**src/rtl/uart_rx_deframer_if.sv**
```systemverilog
// Byte handshake between the UART receive front end and its consumer.
// The receiver drives data/valid as master; the consumer answers with ready.
interface uart_rx_deframer_if;
  logic [7:0] rx_data;
  logic       rx_valid;
  logic       rx_ready;

  modport master (
    output rx_data,
    output rx_valid,
    input  rx_ready
  );

  modport slave (
    input  rx_data,
    input  rx_valid,
    output rx_ready
  );
endinterface

```
**src/rtl/uart_rx_deframer.sv**
```systemverilog
// UART receive deframer: 8N1, LSB first, mid-bit sampling of a synchronized line,
// one-entry valid/ready holding register, single-cycle framing-error/overrun pulses.
module uart_rx_deframer #(
  parameter int CLK_FREQ = 50000000,
  parameter int BAUD     = 9600
) (
  input  logic                      clk,
  input  logic                      rst_n,
  input  logic                      rs232_rx,
  uart_rx_deframer_if.master        rx,
  output logic                      frame_err,
  output logic                      overrun,
  output logic                      busy
);

  localparam int CLKS_PER_BIT = CLK_FREQ / BAUD;
  localparam int HALF_BIT     = CLKS_PER_BIT / 2;
  localparam int CW           = $clog2(CLKS_PER_BIT);
  localparam logic [CW-1:0] BIT_LAST  = CW'(CLKS_PER_BIT - 1);
  localparam logic [CW-1:0] HALF_LAST = CW'(HALF_BIT - 1);

  typedef enum logic [2:0] {
    WAIT_IDLE = 3'd0,
    IDLE      = 3'd1,
    START     = 3'd2,
    DATA      = 3'd3,
    STOP      = 3'd4
  } state_t;

  logic          sync1_r;
  logic          rxs_r;
  logic [1:0]    fill_cnt_r;
  state_t        state_r;
  state_t        state_nxt_s;
  logic [CW-1:0] baud_cnt_r;
  logic [2:0]    bit_cnt_r;
  logic [7:0]    shift_r;
  logic [7:0]    data_r;
  logic          valid_r;
  logic          frame_err_r;
  logic          overrun_r;
  logic          busy_r;

  logic          sync_full_s;
  logic          half_tick_s;
  logic          bit_tick_s;
  logic          baud_clr_s;
  logic          bit_clr_s;
  logic          shift_en_s;
  logic          good_stop_s;
  logic          bad_stop_s;
  logic          accept_s;
  logic          load_s;
  logic          drop_s;

  assign half_tick_s = (baud_cnt_r == HALF_LAST);
  assign bit_tick_s  = (baud_cnt_r == BIT_LAST);
  // The synchronizer holds its reset value for two edges after reset; the line
  // is trusted only once real pin samples have reached rxs.
  assign sync_full_s = (fill_cnt_r == 2'd2);

  // Two-flop synchronizer for the asynchronous serial line.
  always_ff @(posedge clk) begin
    if (!rst_n) begin
      sync1_r <= 1'b1;
      rxs_r   <= 1'b1;
    end else begin
      sync1_r <= rs232_rx;
      rxs_r   <= sync1_r;
    end
  end

  // Counts synchronizer fill after reset, saturating once both stages hold pin data.
  always_ff @(posedge clk) begin
    if (!rst_n) begin
      fill_cnt_r <= 2'd0;
    end else if (!sync_full_s) begin
      fill_cnt_r <= fill_cnt_r + 2'd1;
    end else begin
      fill_cnt_r <= fill_cnt_r;
    end
  end

  // Frame state register.
  always_ff @(posedge clk) begin
    if (!rst_n) begin
      state_r <= WAIT_IDLE;
    end else begin
      state_r <= state_nxt_s;
    end
  end

  // Next-state and per-cycle control decode.
  always_comb begin
    state_nxt_s = state_r;
    baud_clr_s  = 1'b0;
    bit_clr_s   = 1'b0;
    shift_en_s  = 1'b0;
    good_stop_s = 1'b0;
    bad_stop_s  = 1'b0;
    case (state_r)
      WAIT_IDLE: begin
        baud_clr_s = 1'b1;
        if (sync_full_s && rxs_r) begin
          state_nxt_s = IDLE;
        end else begin
          state_nxt_s = WAIT_IDLE;
        end
      end
      IDLE: begin
        baud_clr_s = 1'b1;
        if (!rxs_r) begin
          state_nxt_s = START;
        end else begin
          state_nxt_s = IDLE;
        end
      end
      START: begin
        if (half_tick_s) begin
          if (rxs_r) begin
            state_nxt_s = IDLE;
          end else begin
            baud_clr_s  = 1'b1;
            bit_clr_s   = 1'b1;
            state_nxt_s = DATA;
          end
        end else begin
          state_nxt_s = START;
        end
      end
      DATA: begin
        if (bit_tick_s) begin
          shift_en_s = 1'b1;
          if (bit_cnt_r == 3'd7) begin
            state_nxt_s = STOP;
          end else begin
            state_nxt_s = DATA;
          end
        end else begin
          state_nxt_s = DATA;
        end
      end
      STOP: begin
        if (bit_tick_s) begin
          if (rxs_r) begin
            good_stop_s = 1'b1;
            state_nxt_s = IDLE;
          end else begin
            bad_stop_s  = 1'b1;
            state_nxt_s = WAIT_IDLE;
          end
        end else begin
          state_nxt_s = STOP;
        end
      end
      default: begin
        baud_clr_s  = 1'b1;
        state_nxt_s = WAIT_IDLE;
      end
    endcase
  end

  // Baud counter wraps on every sample so sample points stay one bit period apart.
  always_ff @(posedge clk) begin
    if (!rst_n) begin
      baud_cnt_r <= '0;
    end else if (baud_clr_s || bit_tick_s) begin
      baud_cnt_r <= '0;
    end else begin
      baud_cnt_r <= baud_cnt_r + CW'(1);
    end
  end

  // Data bit index and LSB-first shift register.
  always_ff @(posedge clk) begin
    if (!rst_n) begin
      bit_cnt_r <= 3'd0;
      shift_r   <= 8'h00;
    end else if (bit_clr_s) begin
      bit_cnt_r <= 3'd0;
      shift_r   <= shift_r;
    end else if (shift_en_s) begin
      bit_cnt_r <= bit_cnt_r + 3'd1;
      shift_r   <= {rxs_r, shift_r[7:1]};
    end else begin
      bit_cnt_r <= bit_cnt_r;
      shift_r   <= shift_r;
    end
  end

  assign accept_s = valid_r & rx.rx_ready;
  assign load_s   = good_stop_s & (~valid_r | rx.rx_ready);
  assign drop_s   = good_stop_s & valid_r & ~rx.rx_ready;

  // Holding register: a load wins over a same-cycle accept, so valid stays high.
  always_ff @(posedge clk) begin
    if (!rst_n) begin
      data_r  <= 8'h00;
      valid_r <= 1'b0;
    end else if (load_s) begin
      data_r  <= shift_r;
      valid_r <= 1'b1;
    end else if (accept_s) begin
      data_r  <= data_r;
      valid_r <= 1'b0;
    end else begin
      data_r  <= data_r;
      valid_r <= valid_r;
    end
  end

  // Status pulses and busy flag, registered from this cycle's decode.
  always_ff @(posedge clk) begin
    if (!rst_n) begin
      frame_err_r <= 1'b0;
      overrun_r   <= 1'b0;
      busy_r      <= 1'b1;
    end else begin
      frame_err_r <= bad_stop_s;
      overrun_r   <= drop_s;
      busy_r      <= (state_nxt_s != IDLE);
    end
  end

  assign rx.rx_data  = data_r;
  assign rx.rx_valid = valid_r;
  assign frame_err   = frame_err_r;
  assign overrun     = overrun_r;
  assign busy        = busy_r;

endmodule

```
**src/flat_wrapper.sv**
```systemverilog
// flat-port wrapper written by rule: the top's interface ports become plain ports
module uart_rx_deframer_flat 
#(
  parameter int CLK_FREQ = 50000000,
  parameter int BAUD     = 9600
)
  (clk, rst_n, rs232_rx, frame_err, overrun, busy, rx_rx_data, rx_rx_valid, rx_rx_ready);
  uart_rx_deframer_if rx_i ();
  input  logic clk;
  input  logic rst_n;
  input  logic rs232_rx;
  output logic frame_err;
  output logic overrun;
  output logic busy;
  output wire logic [$bits(rx_i.rx_data)-1:0] rx_rx_data;
  output wire logic [$bits(rx_i.rx_valid)-1:0] rx_rx_valid;
  input wire logic [$bits(rx_i.rx_ready)-1:0] rx_rx_ready;
  assign rx_rx_data = rx_i.rx_data;
  assign rx_rx_valid = rx_i.rx_valid;
  assign rx_i.rx_ready = rx_rx_ready;
  uart_rx_deframer #(.CLK_FREQ(CLK_FREQ), .BAUD(BAUD)) u_core (.clk(clk), .rst_n(rst_n), .rs232_rx(rs232_rx), .rx(rx_i), .frame_err(frame_err), .overrun(overrun), .busy(busy));
endmodule
```
**config.mk**
```make
export PLATFORM = sky130hd
export DESIGN_NAME = uart_rx_deframer_flat
export DESIGN_NICKNAME = d
export VERILOG_FILES = /design/src/rtl/uart_rx_deframer_if.sv /design/src/rtl/uart_rx_deframer.sv /design/src/flat_wrapper.sv
export SDC_FILE = /design/constraint.sdc
export NUM_CORES = 1
export LEC_CHECK = 0
export ABC_CLOCK_PERIOD_IN_PS = 2540
export CAP_MARGIN = 25
export CORE_UTILIZATION = 55
export DETAILED_ROUTE_END_ITERATION = 8
export PLACE_DENSITY = 0.87
export SKIP_LAST_GASP = 1
export SLEW_MARGIN = 20
export SYNTH_ARGS = -nofsm -noshare
export SYNTH_HDL_FRONTEND = slang
export SYNTH_SLANG_ARGS = --single-unit
```
**constraint.sdc**
```tcl
create_clock -name clk -period 2.54 [get_ports clk]
set_input_delay 0.381 -clock clk [delete_from_list [all_inputs] [get_ports clk]]
set_output_delay 0.381 -clock clk [all_outputs]
set_load 0.01 [all_outputs]
```
### Word level (Yosys, flattened, before mapping)

Cells that the tools add are included.

* output and inout bits: 12
* input bits: 4
* word-level logic and storage cells: 62
* register bits: 43

* $add $sub $neg: 3
* mux-type cells: 20
* equality and inequality tests: 9
* reduce and logical (&&, ||, !) cells: 9
* bitwise logic cells: 9

Operators by type and width (count)
* $pmux W3 S5: 1
* $add A13 B1 Y13 const B: 1
* $eq A13 B12 Y1 const B: 1
* $eq A13 B13 Y1 const B: 1
* $mux W1: 12
* $mux W3: 3
* $eq A3 B2 Y1 const B: 2
* $eq A3 B3 Y1 const B: 2
* $mux W2: 3
* $reduce_or A2 Y1: 3
* $and A1 B1 Y1: 4
* $not A1 Y1: 4
* $add A3 B1 Y3 const B: 1
* $eq A3 B1 Y1 const B: 1
* $logic_not A3 Y1: 1
* $ne A3 B1 Y1 const B: 1
* $reduce_and A3 Y1: 1
* $add A2 B1 Y2 const B: 1
* $eq A2 B2 Y1 const B: 1
* $pmux W1 S2: 1
* $reduce_and A2 Y1: 1
* $reduce_bool A2 Y1: 1
* $logic_and A1 B1 Y1: 1
* $logic_or A1 B1 Y1: 1
* $or A1 B1 Y1: 1

### Longest topological paths before layout

Gate-level depths: netlist (run 1).

* depth in word-level cells: 5
* depth in mapped cells: 6
* depth with buffers taken out: 5

### Worst setup path before layout (run 1)

OpenSTA, ideal clock, no wires.

* path kind: register to register
* start: reg u_core.baud_cnt_r[0]
* end: reg u_core.bit_cnt_r[1]
* library setup time: 129 ps
* arrival time: 1370 ps
* setup slack: 1041 ps
* clock period less this slack: 1499 ps
* buffers on the path: 1
* required time: 2411 ps
* stages on the path, launching flop included: 7
* cell sequence: dfxtp_1 ha_1 and4bb_2 nand4_1 buf_6 mux2i_1 nor2_1

* cells in the longest elaborated chain, start to end: 4
* elaborated cells on any way between the ends: 7
* those cells by class: eq/ne: 2; mux: 4; reduce/logical: 1

Ends and longest elaborated chain
* start, declared: RTL line uart_rx_deframer.sv:35 `logic [CW-1:0] baud_cnt_r;`
* start signal, assigned: RTL line uart_rx_deframer.sv:170 `baud_cnt_r <= baud_cnt_r + CW'(1);`
* $eq A13 B12 Y1: RTL line uart_rx_deframer.sv:56 `assign half_tick_s = (baud_cnt_r == HALF_LAST);`
* $mux W1: RTL line uart_rx_deframer.sv:119 `if (half_tick_s) begin`
* $mux W1: RTL line uart_rx_deframer.sv:101 `case (state_r)`
* $reduce_or A2 Y1 (no line)
* end signal, assigned: RTL line uart_rx_deframer.sv:183 `bit_cnt_r <= bit_cnt_r + 3'd1;`
* end signal, assigned: RTL line uart_rx_deframer.sv:186 `bit_cnt_r <= bit_cnt_r;`
* end, declared: RTL line uart_rx_deframer.sv:36 `logic [2:0] bit_cnt_r;`

Parallel ways exist; a longest one is shown, timed or not.
A chain may end at the register's enable or synchronous reset.

### Worst setup path after layout (run 1)

* start: reg u_core.baud_cnt_r[0]
* end: reg u_core.baud_cnt_r[3]

* cells in the longest elaborated chain, start to end: 5
* elaborated cells on any way between the ends: 7
* those cells by class: add/sub: 1; eq/ne: 2; mux: 2; reduce/logical: 2

Ends and longest elaborated chain
* $eq A13 B12 Y1: RTL line uart_rx_deframer.sv:56
* $mux W1: RTL line uart_rx_deframer.sv:119
* $pmux W1 S2: RTL line uart_rx_deframer.sv:101
* $logic_or A1 B1 Y1: RTL line uart_rx_deframer.sv:167 `end else if (baud_clr_s || bit_tick_s) begin`
* $reduce_or A2 Y1 (no line)

Parallel ways exist; a longest one is shown, timed or not.

==> summary.txt, run 1 <==
Clocking
  – CTS root buffer: clkbuf_4
  – CTS clk-pin slew, worst paths: 0.13 ns
  – Worst-Skew Late Latency: 0.37 ns
  – Post-CTS Setup Inserts: 0
  – Htree depth: 2
  – Clock Sink Count: 43
  – Clock Path Buffers: 2
  – TritonCTS clock tree: yes
  – Hold buffer count at cts: 0
  – Post-CTS Resized: 0
  – CTS buffer count: 5

STA
  – Slew @ Worst Pin: 0.525 ns
  – RSZ-0062 raised after global routing: no
  – Fin crit share: 70.5%
  – Final setup TNS: 0 ns
  – Final setup violating endpoints: 0
  – Final period demand of the worst path: 1.79 ns
  – Clock skew: 0.0156 ns
  – Fin. Hold Viols: 0
  – Relative slew slack: 65.0%
  – F_max: 558 MHz
  – Max-slew violations: 0

Route
  – DR vias/cell: 5.53
  – WL per Instance: 12.8 µm
  – Routed Antenna Nets: 0
  – First drt pass iteration count: 4
  – Iteration-0 DRC Markers: 75
  – Total DRC errors in the routed layout: 0
  – Final Routed Wirelength: 3480 µm
  – Vias post-DR: 1505

Floorplanning
  – Starting Density: 57.8%
  – Boundary Pins: 16
  – Die X: 61.4 µm
  – Chip Height: 61.4 µm
  – Core area: 0.00336 mm²
  – FP Rows: 21
  – DIE AREA: 0.00377 mm²

Logic synthesis
  – Ys async rst share: 0%
  – Synth top area share: 44.3%
  – Syn Nets: 221
  – Synthesized area per cell: 9.12 µm²
  – Commonest cells in the netlist: dfxtp_1 (43), nor2_1 (30), nand3_1 (15)
  – Synth Cell Area: 0.00194 mm²
  – Synth cell types: 38
  – Area leader, netlist: dfxtp_1
  – Top-count cell post-synth: dfxtp_1
  – Syn Inst Count: 213
  – Top cells by area, synth: dfxtp_1 (44%), nor2_1 (5.8%), mux2i_1 (5.7%)
  – EDFF count, synth: 0
  – Synth Register Bits: 43
  – Yosys warns: 0
  – Sequential area share after synthesis: 44.3%
  – Most common flop cell mapped by yosys: dfxtp_1

Pwr
  – Pwr dens: 554 mW/mm²
  – Gate power share: 10.2%
  – Pwr Total: 1190 µW
  – Internal Power: 875 µW
  – Clock network power share: 28.9%
  – Sequential Power Share: 60.9%
  – LEAKAGE: 0.000786 µW
  – Sw Pwr: 317 µW
  – Sw Share: 26.6%
  – Worst vdd ir: 0.366 mV

Layout
  – # diodes: 0
  – Area Overhead vs Synth: 10.8%
  – Nets@finish: 233
  – Cell area after layout: 0.00215 mm²
  – Layout cells sized above 1: 7.96%

Setup path
  – Critical path peak fanout: 11
  – Crit path kind: flop to flop
  – CP Launch Type: flop
  – Critical Path Source: u_core.baud_cnt_r[0]
  – CP Capture Type: flop
  – Crit Reg-Reg Startpoint: u_core.baud_cnt_r[0]
  – WP data required: 2.79 ns
  – Data arrival, critical path: 2.05 ns

GRT
  – GRT Total Usage: 21.5%
  – Largest net degree at the start of global routing: 20
  – Antenna violations before repair: 0
  – First-pass GRT wire length: 5850 µm
  – Grt total ovfl: 0
  – Vias in the first global route: 1304

Place
  – Dpl hpwl: 2480 µm
  – RePlAce Congestion: 0.838
  – Cell Area, Placed: 0.00209 mm²
  – Port bufs: 15

Flow run
  – Max cap viols: 0

Min path
  – Worst min path class: flop to flop
  – Hold path startpoint: u_core.sync1_r

Run status
  – Status: finished, final reports clean
==> sequential cells by signal (all words and copies together), names as in the netlist <==
name	flops
u_core.fill_cnt_r	2
u_core.baud_cnt_r	13
u_core.sync1_r	1
u_core.shift_r	8
u_core.rxs_r	1
u_core.rx.rx_data	8
u_core.bit_cnt_r	3
u_core.busy	1
u_core.frame_err	1
u_core.state_r	3
u_core.rx.rx_valid	1
u_core.overrun	1
==> cell usage in the layout, fill, tap and decap left out, types with 2 or more instances in the layout <==
master | synthesis | layout
dfxtp_1 | 43 | 43
nor2_1 | 30 | 30
nand3_1 | 15 | 15
clkdlybuf4s50_1 | 0 | 15
a21oi_1 | 14 | 14
o21ai_0 | 11 | 11
mux2i_1 | 11 | 11
nand4_1 | 7 | 7
xnor2_1 | 7 | 7
nand2_1 | 7 | 7
xor2_1 | 6 | 6
nand2b_1 | 5 | 5
clkbuf_4 | 0 | 5
inv_1 | 4 | 4
and4bb_2 | 4 | 4
and3_1 | 4 | 4
nor3_1 | 4 | 4
nor4_1 | 4 | 4
ha_1 | 4 | 4
nor2b_1 | 2 | 2
nor4b_2 | 2 | 2
o211ai_1 | 2 | 2
o31ai_1 | 2 | 2
and2_1 | 2 | 2
clkinv_4 | 0 | 2
buf_4 | 3 | 2
==> area by class of cell <==
class | count | area [µm²]
sequential | 43 | 861
timing repair buffer | 17 | 165
tap | 46 | 57.6
clock buffer | 5 | 37.5
fill | 304 | 1210
clock inverter | 3 | 25.0
inverter | 4 | 15.0
multi-input combinational | 154 | 991
==> cell families (layout without fill, tap and decap cells) <==
kind of cell	Yosys count	after routing	share of synthesized area (%)
AO/OA/AOI/OAI	32	32	9.59
XOR/XNOR	13	13	5.86
adder cells (fa/ha/maj)	4	4	2.58
buffers and inverters	16	29	4.70
flip-flops	43	43	44.3
multiplexers	11	11	5.67
AND/OR/NAND/NOR	94	94	27.3
==> power by group through the flow <==
stage,logic [µW],clock network (µW),registers (µW)
after floorplan,104,0,729
after global placement,118,0,740
after CTS,123,361,727
final,121,345,726
after detailed placement,121,0,742
after global routing,139,392,731
==> stage by stage <==
stage / worst slack (ns) / hold WS (ns) / util [%] / instances
after global placement: 0.844 / 0.390 / 62.1 / 264
final: 0.748 / 0.434 / 64.0 / 272
after global routing: 0.574 / 0.464 / 64.0 / 272
after CTS: 0.775 / 0.443 / 64.0 / 272
after detailed placement: 0.781 / 0.412 / 62.1 / 264
after floorplan: 1.04 / 0.386 / - / 213
==> worst max-delay path: stages (launching register included) <==
cell	delay, ns
dfxtp_1	0.42
ha_1	0.27
and3_1	0.23
nand4_1	0.17
o211ai_2	0.49
nor2_1	0.10
==> per-layer routing <==
metal	GRT usage (%)	wire (µm)	up-vias
met5	0	0	-
met4	10.8	70	0
met3	6.09	158	7
met2	31.8	1540	37
met1	28.6	1700	681
li1	-	-	780
==> path summary, 6_finish.rpt <==
check                                             to  slack, ns  cells after the start
worst max-delay path            u_core.baud_cnt_r[3]       0.75                      5
worst min-delay path                    u_core.rxs_r       0.43                      1
worst max register to register  u_core.baud_cnt_r[3]       0.75                      5
worst min register to register          u_core.rxs_r       0.43                      1
Power figures use the tool's default switching activity.
==> inputs of run 2 (changes only) <==
--- a/config.mk
+++ b/config.mk
@@ -5,7 +5,7 @@
 export SDC_FILE = /design/constraint.sdc
 export NUM_CORES = 1
 export LEC_CHECK = 0
-export ABC_CLOCK_PERIOD_IN_PS = 2540
+export ABC_CLOCK_PERIOD_IN_PS = 1750
 export CAP_MARGIN = 25
 export CORE_UTILIZATION = 55
 export DETAILED_ROUTE_END_ITERATION = 8
==> constraint.sdc (replaced) <==
create_clock -name clk -period 1.75 [get_ports clk]
set_input_delay 0.2625 -clock clk [delete_from_list [all_inputs] [get_ports clk]]
set_output_delay 0.2625 -clock clk [all_outputs]
set_load 0.01 [all_outputs]
==> run 2 against run 1 <==
Effect of this change: clock power grew 81%; maximum frequency is 14% higher; total power grew 56%; global-route usage is 1.3 points higher; via count increased by 2.5%; register-to-register slack got worse by 0.58 ns; worst hold slack worse by 0.0014 ns; design area increased by 3.6%; core utilization rose by 2.3 points; highest routed layer unchanged.
==> summary.txt, run 2 (same netlist as run 1, synthesis figures left out) <==
Clocking
  – Worst-Skew Late Latency: 0.36 ns
  – CTS root buffer: clkbuf_4
  – Hold buffer count at cts: 0
  – Clock Sink Count: 43
  – Clock Path Buffers: 2
  – CTS clk-pin slew, worst paths: 0.13 ns
  – CTS buffer count: 5
  – TritonCTS clock tree: yes
  – Htree depth: 2

Min path
  – Worst min path class: flop to flop
  – Hold path depth: 1

Pwr
  – Sw Pwr: 451 µW
  – Sequential Power Share: 56.6%
  – Sw Share: 24.2%
  – Worst vdd ir: 0.623 mV
  – Gate power share: 9.9%
  – Clock network power share: 33.5%
  – Pwr dens: 836 mW/mm²
  – Internal Power: 1410 µW
  – LEAKAGE: 0.000836 µW

STA
  – Final period demand of the worst path: 1.58 ns
  – Final setup TNS: 0 ns
  – RSZ-0062 raised after global routing: no
  – Slew @ Worst Pin: 0.376 ns
  – Worst Slack Setup Final: 0.172 ns
  – Fin. Hold Viols: 0
  – Final setup violating endpoints: 0
  – Max-slew violations: 0
  – Hold Slack: 0.432 ns
  – Clock skew: 0.00926 ns
  – F_max: 634 MHz
  – Fin crit share: 90.2%
  – Relative slew slack: 74.7%

GRT
  – First-pass GRT wire length: 6200 µm
  – Vias in the first global route: 1363
  – GRT Total Usage: 22.8%
  – Largest net degree at the start of global routing: 20
  – Grt total ovfl: 0
  – Antenna violations before repair: 0

Layout
  – Most common cell after layout, fill and taps aside: dfxtp_1
  – Register with the most flip-flops: u_core.baud_cnt_r
  – Post-route insts no fill: 278
  – # diodes: 0
  – Layout cells sized above 1: 10.8%
  – Final Util: 66.3%
  – Most frequent cells in the layout: dfxtp_1 (43), nor2_1 (30), nand3_1 (15), clkdlybuf4s50_1 (15), a21oi_1 (14)
  – Area Overhead vs Synth: 14.7%
  – Nets@finish: 239
  – Largest register FFs: 13
  – # fillers: 302

Setup path
  – Crit path kind: flop to flop
  – Worst path slowest cell: dfxtp_1
  – Data arrival, critical path: 1.88 ns
  – CP Capture Type: flop
  – Critical path peak fanout: 8
  – Reg2Reg Depth: 5
  – Max incr delay on CP: 0.41 ns
  – Crit-path cells: ha_1 > and4bb_2 > and4_2 > nand3_1 > a21oi_1
  – CP Launch Type: flop
  – WP data required: 2.05 ns

Place
  – Cell total after placement: 269
  – Place WS: 0.130 ns
  – Port bufs: 15
  – RePlAce Congestion: 0.865
  – Dpl hpwl: 2660 µm

Route
  – WL per Instance: 13.2 µm
  – DR vias/cell: 5.55
  – Final Routed Wirelength: 3670 µm
  – Iteration-0 DRC Markers: 65
  – Routed Antenna Nets: 0
  – First drt pass iteration count: 5
  – Vias post-DR: 1542
  – Total DRC errors in the routed layout: 0

Flow run
  – Max cap viols: 0

Floorplanning
  – Die X: 61.4 µm
  – FP Rows: 21
  – DIE AREA: 0.00377 mm²
  – Chip Height: 61.4 µm
  – Boundary Pins: 16
  – Core area: 0.00336 mm²
  – Starting Density: 57.8%

Run status
  – Status: finished, final reports clean
[run 2: worst paths after layout]
check | start | end | slack [ns]
worst max-delay path | u_core.baud_cnt_r[0] | u_core.rx.rx_data[4] | 0.17
worst min-delay path | u_core.sync1_r | u_core.rxs_r | 0.43
worst max register to register | u_core.baud_cnt_r[0] | u_core.rx.rx_data[4] | 0.17
worst min register to register | u_core.sync1_r | u_core.rxs_r | 0.43
[run 2: per-stage QoR]
stage	cell area, µm²	total power [µW]
2_1_floorplan	1940	1210
3_3_place_gp	2140	1250
3_5_place_dp	2140	1260
4_1_cts	2220	1880
5_1_grt	2230	1960
6_report	2230	1860
[run 2: what timing repair did]
action                     CTS  global route
setup buffers                0             1
gates resized for setup      0             2
setup endpoints to repair    0             9
[run 2: worst max-delay path, delay by kind of cell, from the launching register on]
kind,cells,cell delay (ns)
flip-flops,1,0.41
adder cells (fa/ha/maj),1,0.20
AO/OA/AOI/OAI,1,0.16
AND/OR/NAND/NOR,3,0.76
[run 2: cell type report]
class	instances	area [µm²]	area share, %
clock buffers	5	37.5	1.68
clock inverters	3	43.8	1.96
inverters	4	15.0	0.673
multi-input cells	154	992	44.5
flip-flops and latches	43	861	38.6
well taps	46	57.6	2.58
repair buffers	23	223	9.99
[run 2: metal layers]
metal	global-route usage (%)	part of all wire, %	vias up
li1	-	-	798
met1	30.2	46	700
met2	34.9	47	36
met3	6.51	4.8	8
met4	9.52	2.0	0
met5	0	0	-
[run 2: power by group through the flow]
stage / clock network (µW) / registers (µW) / logic (µW)
after floorplan: 0 / 1060 / 150
after global placement: 0 / 1080 / 174
after detailed placement: 0 / 1080 / 184
after CTS: 640 / 1050 / 186
after global routing: 686 / 1060 / 209
final: 625 / 1050 / 184
